### src/rtl/alu_cp_host.sv
// Host-side controller for the 4-bit ALU coprocessor (ADDI): owns a 16x4 register
// file, sequences the coprocessor handshake and writes the returned sum back.
module alu_cp_host #(
    parameter int unsigned TIMEOUT = 8
) (
    input  logic       clk,
    input  logic       rst,
    input  logic       cmd_valid,
    output logic       cmd_ready,
    input  logic [3:0] cmd_imm,
    input  logic [3:0] cmd_src,
    input  logic [3:0] cmd_dst,
    input  logic       wr_en,
    input  logic [3:0] wr_addr,
    input  logic [3:0] wr_data,
    input  logic [3:0] rd_addr,
    output logic [3:0] rd_data,
    output logic [3:0] cp_opcode,
    output logic [3:0] cp_mio,
    input  logic [3:0] cp_bus_req,
    input  logic [3:0] cp_bus_in,
    input  logic       cp_carry,
    input  logic       cp_done,
    output logic [3:0] cp_bus_out,
    output logic       cp_bus_oe,
    output logic       cp_oe_n,
    output logic       rsp_valid,
    output logic [3:0] rsp_sum,
    output logic       rsp_carry,
    output logic       rsp_err
);

    localparam int unsigned NREG = 16;
    localparam int unsigned CW   = $clog2(TIMEOUT + 1);

    localparam logic [3:0] OP_ADDI    = 4'd1;
    localparam logic [3:0] REQ_FETCH  = 4'b0011;
    localparam logic [3:0] REQ_SUPPLY = 4'b0001;

    typedef enum logic [2:0] {
        IDLE,
        ISSUE,
        FETCH,
        SUPPLY,
        WAIT_DONE,
        RESP
    } state_t;

    state_t        state;
    logic [3:0]    regs [NREG];
    logic [3:0]    dst;
    logic [CW-1:0] cnt;

    logic progress_c;
    logic abort_c;
    logic wb_en_c;

    assign cmd_ready = (state == IDLE);
    assign rd_data   = regs[rd_addr];

    // Event that ends each wait state; a done arriving on the last cycle beats the timeout.
    always_comb begin
        progress_c = 1'b0;
        case (state)
            ISSUE:     progress_c = (cp_bus_req == REQ_FETCH);
            FETCH:     progress_c = (cp_bus_req == REQ_SUPPLY);
            WAIT_DONE: progress_c = cp_done;
            default:   progress_c = 1'b0;
        endcase
    end

    assign abort_c = ((state == ISSUE) || (state == FETCH) || (state == WAIT_DONE))
                     && !progress_c && (cnt == CW'(TIMEOUT - 1));
    assign wb_en_c = (state == WAIT_DONE) && cp_done;

    // Writeback is applied last so it wins a same-address collision with wr_en.
    always_ff @(posedge clk) begin
        if (rst) begin
            for (int i = 0; i < NREG; i++) begin
                regs[i] <= '0;
            end
        end else begin
            if (wr_en) begin
                regs[wr_addr] <= wr_data;
            end
            if (wb_en_c) begin
                regs[dst] <= cp_bus_in;
            end
        end
    end

    always_ff @(posedge clk) begin
        if (rst) begin
            state      <= IDLE;
            dst        <= '0;
            cnt        <= '0;
            cp_opcode  <= '0;
            cp_mio     <= '0;
            cp_bus_out <= '0;
            cp_bus_oe  <= 1'b0;
            cp_oe_n    <= 1'b1;
            rsp_valid  <= 1'b0;
            rsp_sum    <= '0;
            rsp_carry  <= 1'b0;
            rsp_err    <= 1'b0;
        end else begin
            rsp_valid <= 1'b0;
            if (abort_c) begin
                cp_opcode <= '0;
                cp_bus_oe <= 1'b0;
                cp_oe_n   <= 1'b1;
                rsp_err   <= 1'b1;
                rsp_sum   <= '0;
                rsp_carry <= 1'b0;
                rsp_valid <= 1'b1;
                cnt       <= '0;
                state     <= RESP;
            end else begin
                case (state)
                    IDLE: begin
                        if (cmd_valid) begin
                            dst        <= cmd_dst;
                            cp_opcode  <= OP_ADDI;
                            cp_mio     <= cmd_imm;
                            cp_bus_out <= regs[cmd_src];
                            cp_bus_oe  <= 1'b1;
                            cp_oe_n    <= 1'b0;
                            cnt        <= '0;
                            state      <= ISSUE;
                        end
                    end
                    ISSUE: begin
                        if (progress_c) begin
                            cnt   <= '0;
                            state <= FETCH;
                        end else begin
                            cnt <= cnt + CW'(1);
                        end
                    end
                    FETCH: begin
                        if (progress_c) begin
                            cnt   <= '0;
                            state <= SUPPLY;
                        end else begin
                            cnt <= cnt + CW'(1);
                        end
                    end
                    // Opcode drops on the second edge so the coprocessor sees it low right after done.
                    SUPPLY: begin
                        if (cnt == CW'(1)) begin
                            cp_opcode <= '0;
                            cnt       <= '0;
                            state     <= WAIT_DONE;
                        end else begin
                            cnt <= cnt + CW'(1);
                        end
                    end
                    WAIT_DONE: begin
                        if (progress_c) begin
                            rsp_sum   <= cp_bus_in;
                            rsp_carry <= cp_carry;
                            rsp_err   <= 1'b0;
                            rsp_valid <= 1'b1;
                            cp_bus_oe <= 1'b0;
                            cp_oe_n   <= 1'b1;
                            cnt       <= '0;
                            state     <= RESP;
                        end else begin
                            cnt <= cnt + CW'(1);
                        end
                    end
                    RESP: begin
                        state <= IDLE;
                    end
                    default: begin
                        state <= IDLE;
                    end
                endcase
            end
        end
    end

endmodule

### config.mk
export PLATFORM = sky130hd
export DESIGN_NAME = alu_cp_host
export DESIGN_NICKNAME = d
export VERILOG_FILES = /design/src/rtl/alu_cp_host.sv
export SDC_FILE = /design/constraint.sdc
export NUM_CORES = 1
export LEC_CHECK = 0
export CAP_MARGIN = 20
export CORE_UTILIZATION = 45
export CTS_CLUSTER_SIZE = 16
export DETAILED_ROUTE_END_ITERATION = 12
export PLACE_DENSITY = 0.65
export SLEW_MARGIN = 20
export SYNTH_ARGS = -nofsm -noshare
export SYNTH_HDL_FRONTEND = slang
export SYNTH_SLANG_ARGS = --single-unit
### constraint.sdc
create_clock -name clk -period 2.93 [get_ports clk]
set_input_delay 0.586 -clock clk [delete_from_list [all_inputs] [get_ports clk]]
set_output_delay 0.586 -clock clk [all_outputs]
set_load 0.02 [all_outputs]
Word-level counts from Yosys, hierarchy flattened
Memory sizes are Yosys's and may differ from the RTL's. A register that Yosys moved wholly into a read port is not among the register bits.
Cells that the tools add are included.
{"block": "totals", "regBits": 28, "ramBits": 64, "inputBits": 38, "output_inout_bits": 26, "elab_cells": 97, "mem_count": 1}
{"block": "classes", "add_sub_neg": 1, "n_eq_ne": 18, "mux": 40, "bitwise_logic": 1, "reduce_logical": 24}
{"name": "regs", "words": 16, "width": 4, "rd": 2, "rd_clocked_by_memory_dff": 1, "write_ports": 16, "line": "50", "source": "logic [3:0] regs [NREG];"}
{"cell": "2-to-1 mux 4 bit", "n": 9}
{"cell": "2-to-1 mux 1 bit", "n": 19}
{"cell": "2-to-1 mux 3 bit", "n": 6}
{"cell": "one-hot mux 3 bit (5 select lines)", "n": 1}
{"cell": "!= test 3 bit, second input constant", "n": 4}
{"cell": "one-hot mux 4 bit (3 select lines)", "n": 1}
{"cell": "!= test 2 bit, second input constant", "n": 5}
{"cell": "AND reduction 5 bit", "n": 2}
{"cell": "AND reduction 3 bit", "n": 3}
{"cell": "== test 4 x 1 -> 1 bit, second input constant", "n": 2}
{"cell": "one-hot mux 4 bit (2 select lines)", "n": 1}
{"cell": "nonzero test 2 bit", "n": 4}
{"cell": "OR reduction 4 bit", "n": 2}
{"cell": "== test 3 x 2 -> 1 bit, second input constant", "n": 2}
{"cell": "AND reduction 2 bit", "n": 3}
{"cell": "adder 4 x 1 -> 4 bit, second input constant", "n": 1}
{"cell": "== test 4 x 2 -> 1 bit, second input constant", "n": 1}
{"cell": "== test 4 x 3 -> 1 bit, second input constant", "n": 1}
{"cell": "one-hot mux 1 bit (2 select lines)", "n": 2}
{"cell": "== test 3 x 1 -> 1 bit, second input constant", "n": 1}
{"cell": "== test 3 bit, second input constant", "n": 1}
{"cell": "logical AND 1 bit", "n": 3}
{"cell": "zero test 3 bit", "n": 1}
{"cell": "!= test 3 x 2 -> 1 bit, second input constant", "n": 1}
{"cell": "7 further kinds", "n": 8}

Depth between registers and ports, before layout
Gate-level depths: netlist of run 1.
{"block": "logic_depth", "word_depth": 7, "ltp_mapped": 7, "ltp_nobuf": 7}

Worst setup path after synthesis of run 1
OpenSTA, ideal clock, no wires.
{"block": "synth_path", "path_type": "input-to-output", "from": "input port rd_addr[0]", "to": "output port rd_data[0]", "arrival_ns": 1.962, "t_required_ns": 2.344, "slack_ns": 0.382, "path_stages": 4, "path_buffers": 2, "cell_sequence": "buf_4 > buf_6 > mux4_2 > mux4_2"}
{"block": "synth_between", "elab_chain_cells": 1}
{"element": "start: declaration", "line": "16", "source": "input logic [3:0] rd_addr,"}
{"element": "memory read (16 x 4 bit)"}
{"element": "end: declaration", "line": "17", "source": "output logic [3:0] rd_data,"}
Every way passes these cells.

Final worst setup path of run 1
{"block": "layout_path", "from": "input port rd_addr[0]", "to": "output port rd_data[2]"}
Same word-level chain as after synthesis.

==> results of run 1 <==
-- kinds of logic after synthesis --
logic type      share of synthesized area (%)
compound gates                           11.2
xor+xnor                                0.317
fa+ha+maj                               0.453
buf+inv                                  4.37
flops                                    45.3
mux                                      14.7
other cells                            0.0679
simple gates                             23.7
-- area by class of cell --
class | count | area (um^2) | share of cell area (%)
multi-input cells | 415 | 2790 | 42.1
well taps | 147 | 184 | 2.78
inverters | 5 | 18.8 | 0.283
flip-flops and latches | 93 | 2500 | 37.8
clock buffers | 14 | 299 | 4.51
repair buffers | 85 | 820 | 12.4
clock inverters | 2 | 11.3 | 0.170
-- state kept, by name, summed over array words and instances (netlist names) --
signal      count
cp_bus_oe       1
cp_bus_out      4
dst             4
rsp_sum         4
cnt             4
rsp_err         1
cp_mio          4
state           3
rsp_valid       1
cp_opcode       1
cp_oe_n         1
regs           64
rsp_carry       1
-- worst max-delay path, stage by stage --
cell             delay (ns)
clkdlybuf4s15_2        0.22
bufbuf_16              0.29
mux4_2                 0.50
mux4_2                 0.45
buf_2                  0.18
-- through the flow --
stage	hold slack (ns)	cell area (um^2)	total power, mW
finish	0.462	6630	3.12
global route	0.483	6630	3.22
CTS	0.462	6650	3.15
detailed placement	0.450	6300	1.98
global placement	0.442	6300	1.97
floorplan	0.473	5530	1.78
-- cell usage in the layout, fill, tap and decap left out, drive strengths merged, types with 2 or more instances in the layout --
cell	n
clkdlybuf4s50	55
a21oi	24
dfxtp	29
a31oi	6
nor2b	6
edfxtp	64
mux4	36
or2	2
nor2	34
and2	2
clkbuf	15
nor3b	6
nand2b	5
nor3	10
conb	3
a22oi	7
buf	27
nand4	2
and3	7
o21ai	67
nand2	128
nor4	2
nand4bb	3
a211o	2
or3	12
ha	2
inv	6
nand3	29
nand3b	7
-- synthesized netlist by cell type, types with 4 or more instances --
library cell,number,area share (%)
buf_2,10,0.91
and3_1,7,0.79
nand3_1,29,2.6
buf_4,6,0.81
nand2b_1,4,0.45
a21oi_1,24,2.2
nor2_1,33,2.2
buf_1,4,0.27
edfxtp_1,64,35
o21ai_0,67,6.1
a31oi_1,6,0.68
dfxtp_1,29,11
a22oi_1,6,0.81
or3_1,11,1.2
nor3_1,7,0.63
inv_1,5,0.34
mux4_2,36,15
nand2_1,128,8.7
nand3b_1,7,0.95
nor2b_1,6,0.68
clkbuf_1,20,1.4
-- per-layer routing --
layer / up-vias / track usage, % / wire length [um]
met2: 241 / 40.1 / 6920
li1: 2144 / - / -
met3: 50 / 4.34 / 1280
met1: 2115 / 31.7 / 6300
met5: - / 0 / 0
met4: 0 / 14.0 / 575
-- path summary, 6_finish.rpt --
path         slack [ns]                   start                endpoint
max                0.12              rd_addr[0]              rd_data[2]
min                0.46  cp_mio[2]$_SDFFE_PP0P_  cp_mio[2]$_SDFFE_PP0P_
max reg2reg        0.58   state[2]$_SDFFE_PP0P_    regs[8][0]$_DFFE_PP_
min reg2reg        0.46  cp_mio[2]$_SDFFE_PP0P_  cp_mio[2]$_SDFFE_PP0P_
-- report_power, final --
part | switching (mW) | internal, mW
Combinational | 0.223 | 0.210
Sequential | 0.0569 | 1.46
Clock | 0.470 | 0.705
-- what timing repair did --
item                                    CTS  global route
pin swaps                                 0             0
gates resized for setup                  14             4
endpoints found under the setup margin    4             4
hold endpoints to repair                  0             0
cloned                                    1             0
==> flow_summary.ini, run 1 <==
[sta]
setup_viol = 0
finalHoldViolations = 0
skew_ns = 0.00872
fin_crit_sh_pct = 95.9
worst_slack_ns = 0.119
final-max-slew-violation-count = 0
tightest_slew_ns = 0.845
grt_setup_unrepaired = false
max_freq_mhz = 356
min_period_ns = 2.81
relSlewSlack_pct = 43.5
fin_tns_setup_ns = 0

[cts]
clock_latency_ns = 0.34
numCtsBuffers = 9
clk_pin_slew_worst_paths_ns = 0.06
cts_buffer_depth = 2
cts_tree = built
cts_setup_buffers = 0
ctsRootBufferMaster = clkbuf_16
hold_buffers = 0
cts.sinks = 93
cts-htree-levels = 3

[logic_synthesis]
synthArstFlopShare_pct = 0
synth_ff_type = edfxtp_1
yosysSeqAreaShare_pct = 45.3
synth_edf_count = 64
yosysWarnings = 0
syn_area_um2 = 5530
ys_ff_latch = 93
synth_area_per_cell_um2 = 9.94
synth_cells = 556
synth.distinct_cells = 54

[placed_design]
place_congestion = 0.913
pre_cts_ws_ns = -0.474
dpl.cell_count = 744
numPortBuffers = 60
dp_hpwl_mm = 11.4

[layout]
area_delta_synth_final_pct = 19.9
n_antenna_cell = 0
stdcell_count = 761
fill_cells = 1050
num-nets-final = 649
final_util_pct = 55.2
drive_above_1_share_pct = 16.0

[global_routing]
antenna_found_initial = 0
grt_max_degree = 19
grt_overflow = 0
grt_util_all_layers_pct = 24.8
grt_pass1_vias = 4517
grt_pass1_wl_mm = 23.5

[die]
die_h_um = 113
die_w_um = 113
io_pins = 64
fp.dieArea_um2 = 12700
num_rows = 40
core_um2 = 12000
initial_utilization_pct = 46.0

[critical_path]
cp.arrival_ns = 2.22
crit_type = in -> out
cp-end-kind = primary output
crit_required_ns = 2.34
reg2reg_depth = 5
path_max_fanout = 8
startpoint_type = primary input

[routing]
ant_nets = 0
drt_iter0_markers = 344
drc = 0
dr.pass1.iters = 5
routedWlPerCell_um = 19.8
vias = 4550
drt-total-wl_mm = 15.1
vias_per_cell = 5.98

[worst_hold_path]
min_path_type = reg -> reg
hold_depth = 2

[power_and_ir_drop]
leakage_nw = 2.28
p_per_area_nw_per_um2 = 472
vdd_drop_max_uv = 236

[outcome]
run_status = complete, no violations

[flow_run]
drv_cap = 0
No activity file was read; power rests on OpenSTA's default activity.
==> inputs of run 2 (changes only) <==
CORE_ASPECT_RATIO = 0.8   (was default)
clock period = 3.51 ns   (was 2.93 ns; I/O delays follow)
==> flow_summary.ini, run 2 (synthesized netlist as in run 1, its figures left out) <==
[outcome]
run_status = complete, no violations

[routing]
drt_iter0_markers = 394
drc = 0
routedWlPerCell_um = 21.2
drt-total-wl_mm = 15.9
ant_nets = 0
vias = 4633
dr.pass1.iters = 5
vias_per_cell = 6.20

[sta]
grt_setup_unrepaired = false
min_period_ns = 3.44
whs_ns = 0.458
fin_crit_sh_pct = 98.0
finalHoldViolations = 0
final-max-slew-violation-count = 0
setup_viol = 0
max_freq_mhz = 291
skew_ns = 0.00895
relSlewSlack_pct = 40.6
tightest_slew_ns = 0.887

[die]
die_w_um = 126
core_um2 = 11700
fp.dieArea_um2 = 12700
die_h_um = 101
initial_utilization_pct = 47.1
num_rows = 35
io_pins = 64

[layout]
drive_above_1_share_pct = 12.7
final_common_cell = nand2_1
stdcell_count = 747
largest_reg_flops = 64
final_cell_mix = 128 x nand2_1, 67 x o21ai_0, 64 x edfxtp_1, 56 x clkdlybuf4s50_1, 36 x mux4_2
fill_cells = 1010
final_util_pct = 55.2
num-nets-final = 634
top_register = regs
n_antenna_cell = 0
area_delta_synth_final_pct = 17.3

[worst_hold_path]
hold_depth = 2
worstHoldStart = rsp_sum[2]$_SDFFE_PP0P_
min_path_type = reg -> reg
min_to = rsp_sum[2]$_SDFFE_PP0P_

[cts]
cts_buffer_depth = 2
numCtsBuffers = 9
clock_latency_ns = 0.35
cts.sinks = 93
cts-htree-levels = 3
ctsRootBufferMaster = clkbuf_16
cts_tree = built
cts_setup_buffers = 0
clk_pin_slew_worst_paths_ns = 0.07

[global_routing]
grt_max_degree = 20
grt_pass1_wl_mm = 24.2
antenna_found_initial = 0
grt_overflow = 0
grt_util_all_layers_pct = 25.9
grt_pass1_vias = 4329

[critical_path]
startpoint_type = primary input
r2r_start = state[2]$_SDFFE_PP0P_
crit_type = in -> out
cp.arrival_ns = 2.74
slowest_stage = mux4_2
path_cells = clkdlybuf4s50_1 > buf_12 > mux4_2 > mux4_2 > dlygate4sd2_1
crit_top_cell = mux4_2
path_buf_inv = 3
path_delay_family = buffers and inverters
ff2ff_setup_slack_ns = 1.13
cp_slowest_stage_delay_ns = 0.53
crit_required_ns = 2.81
r2r-end = regs[0][0]$_DFFE_PP_
cp-end-kind = primary output
reg2reg_depth = 5
path_max_fanout = 16

[power_and_ir_drop]
vdd_drop_max_uv = 225
totalPowerFinal_mw = 2.57
p_per_area_nw_per_um2 = 396
leakage_nw = 2.17

[placed_design]
place_congestion = 0.959
dp_hpwl_mm = 11.6
dpl.cell_count = 731
numPortBuffers = 60

[flow_run]
drv_cap = 0
-- run 2: cell types whose count changed in the layout (fill, tap and decap cells not counted) --
cell             before  now
buf_4                22    8
dlygate4sd2_1         0    4
buf_2                 3    0
clkbuf_8              3    0
clkinv_4              0    3
clkbuf_1              0    2
bufbuf_16             1    0
clkbuf_2              1    0
clkbuf_4              1    0
clkdlybuf4s15_2       1    0
clkdlybuf4s50_1      55   56
inv_4                 1    0
-- run 2: worst max path at each step --
stage,start,end,slack [ns],depth (start not counted)
6_report,rd_addr[0],rd_data[0],0.07,5
5_1_grt,rd_addr[0],rd_data[2],0.02,5
4_1_cts,rd_addr[0],rd_data[0],0.06,5
3_5_place_dp,rd_addr[0],rd_data[0],-0.15,5
3_3_place_gp,rd_addr[0],rd_data[2],-0.14,5
2_1_floorplan,rd_addr[0],rd_data[0],0.73,4
-- run 2: routing by layer --
metal	share of wire (%)	track usage (%)	wire length [um]	vias up
met4	2.3	8.80	357	0
met5	0	0	0	-
met3	12	4.99	1840	34
met1	44	38.7	6980	2189
li1	-	-	-	2112
met2	42	38.0	6670	298
-- run 2: area by class of cell --
cell class / instances / area [um^2] / share of cell area [%]
clock inverters: 4 / 31.3 / 0.483
inverters: 5 / 18.8 / 0.290
well taps: 148 / 185 / 2.86
multi-input cells: 415 / 2790 / 43.1
repair buffers: 70 / 696 / 10.7
clock buffers: 12 / 258 / 3.98
flip-flops and latches: 93 / 2500 / 38.6
-- run 2: power breakdown --
group	internal (mW)	total (mW)	switching [mW]
Combinational	0.168	0.359	0.190
Clock	0.526	0.940	0.413
Sequential	1.22	1.27	0.0515
Total	1.91	2.57	0.655
-- run 2: per-stage QoR --
stage	setup slack [ns]	area, um^2	setup TNS (ns)
floorplan	0.730	5530	0
global placement	-0.143	6200	-0.520
detailed placement	-0.154	6200	-0.592
CTS	0.0613	6480	0
global route	0.0210	6480	0
finish	0.0702	6480	0
-- run 2: tightest hold or removal path, cell delays in order, from the launching register on --
cell     delay, ns
dfxtp_1       0.31
nand2_1       0.05
a21oi_1       0.05
-- run 2: timing repair --
action | in CTS | in global routing
hold buffers | 0 | 0
gates resized for setup | 4 | 0
setup endpoints to repair | 4 | 0
==> inputs of run 3 (changes only) <==
ABC_CLOCK_PERIOD_IN_PS = 3510   (was default)
SKIP_CTS_REPAIR_TIMING = 1   (was default)
==> flow_summary.ini, run 3 (synthesized netlist as in run 1, its figures left out) <==
[sta]
fin_tns_setup_ns = 0
tightest_slew_ns = 0.889
whs_ns = 0.458
min_period_ns = 3.32
setup_viol = 0
max_freq_mhz = 301
skew_ns = 0.00806
relSlewSlack_pct = 40.6
fin_crit_sh_pct = 94.7
finalHoldViolations = 0
final-max-slew-violation-count = 0
grt_setup_unrepaired = false

[routing]
vias = 4634
drt_iter0_markers = 447
drt-total-wl_mm = 15.9
routedWlPerCell_um = 21.2
drc = 0
dr.pass1.iters = 5
vias_per_cell = 6.20
ant_nets = 0

[cts]
cts.sinks = 93
cts_tree = built
numCtsBuffers = 9
ctsRootBufferMaster = clkbuf_16
clk_pin_slew_worst_paths_ns = 0.07
cts-htree-levels = 3
cts_buffer_depth = 2
clock_latency_ns = 0.35

[critical_path]
cp-end-kind = primary output
path_buf_inv = 3
path_delay_family = multiplexers
cp_slowest_stage_delay_ns = 0.52
crit_top_cell = mux4_2
path_cells = clkdlybuf4s50_1 > buf_12 > mux4_2 > mux4_2 > dlymetal6s2s_1
path_max_fanout = 16
startpoint_type = primary input
cp.arrival_ns = 2.62
crit_type = in -> out
slowest_stage = mux4_2
crit_required_ns = 2.81

[die]
io_pins = 64
num_rows = 35
fp.dieArea_um2 = 12700
core_um2 = 11700
die_h_um = 101
die_w_um = 126
initial_utilization_pct = 47.1

[layout]
multi_input_area_um2 = 2790
largest_reg_flops = 64
fill_cells = 1008
drive_above_1_share_pct = 12.7
n_antenna_cell = 0
final_common_cell = nand2_1
num-nets-final = 634
regArea_um2 = 2500
area_delta_synth_final_pct = 17.5
stdcell_count = 747
final_cell_mix = 128 x nand2_1, 67 x o21ai_0, 64 x edfxtp_1, 56 x clkdlybuf4s50_1, 36 x mux4_2
top_register = regs

[power_and_ir_drop]
totalPowerFinal_mw = 2.58
p_per_area_nw_per_um2 = 397
vdd_drop_max_uv = 226
leakage_nw = 2.21

[global_routing]
grt_max_degree = 20
grt_pass1_wl_mm = 24.2
grt_util_all_layers_pct = 25.9
grt_overflow = 0
antenna_found_initial = 0
grt_pass1_vias = 4329

[outcome]
run_status = complete, no violations

[worst_hold_path]
min_path_type = reg -> reg

[placed_design]
dp_hpwl_mm = 11.6
dpl.cell_count = 731
place_congestion = 0.959
numPortBuffers = 60

[flow_run]
drv_cap = 0
==> run 3: changes by cell type in the layout (fill, tap and decap cells not counted), sizes merged <==
cell	previous run	this run
dlygate4sd2	4	0
dlymetal6s2s	0	4
==> run 3: layout make-up <==
type	count	area share, %
multi-input combinational	415	43.0
clock inverter	4	0.482
sequential	93	38.5
timing repair buffer	70	10.9
clock buffer	12	3.97
inverter	5	0.289
tap	148	2.85
==> run 3: tightest hold or removal path, cell delays in order, from the launching register on <==
cell and delay (ns):
dfxtp_1 0.31, nand2_1 0.05, a21oi_1 0.05
==> run 3: worst paths after layout <==
check	slack, ns	from	cells past startpoint	end
setup / recovery	0.19	rd_addr[0]	5	rd_data[3]
hold / removal	0.46	rsp_sum[2]$_SDFFE_PP0P_	2	rsp_sum[2]$_SDFFE_PP0P_
setup reg to reg	1.11	state[2]$_SDFFE_PP0P_	5	regs[0][0]$_DFFE_PP_
hold reg to reg	0.46	rsp_sum[2]$_SDFFE_PP0P_	2	rsp_sum[2]$_SDFFE_PP0P_
==> run 3: routing by layer <==
layer	track usage, %	wire [um]	vias to the layer above
met5	0	0	-
met4	8.80	340	0
met3	4.99	1880	33
met2	38.0	6700	302
met1	38.7	6940	2185
li1	-	-	2114
==> run 3: stage by stage <==
stage / cell area, um^2 / util (%) / setup WS (ns)
after CTS: 6490 / 55.3 / -0.160
final: 6500 / 55.4 / 0.186
after global routing: 6500 / 55.4 / 0.135
after detailed placement: 6200 / 52.8 / -0.154
after floorplan: 5530 / - / 0.730
after global placement: 6200 / 52.8 / -0.143
==> run 3: report_power, final <==
group | internal (mW) | leakage (nW) | switching, mW
combinational | 0.172 | 1.18 | 0.190
sequential | 1.22 | 0.892 | 0.0511
clock | 0.527 | 0.142 | 0.422
total | 1.92 | 2.21 | 0.663
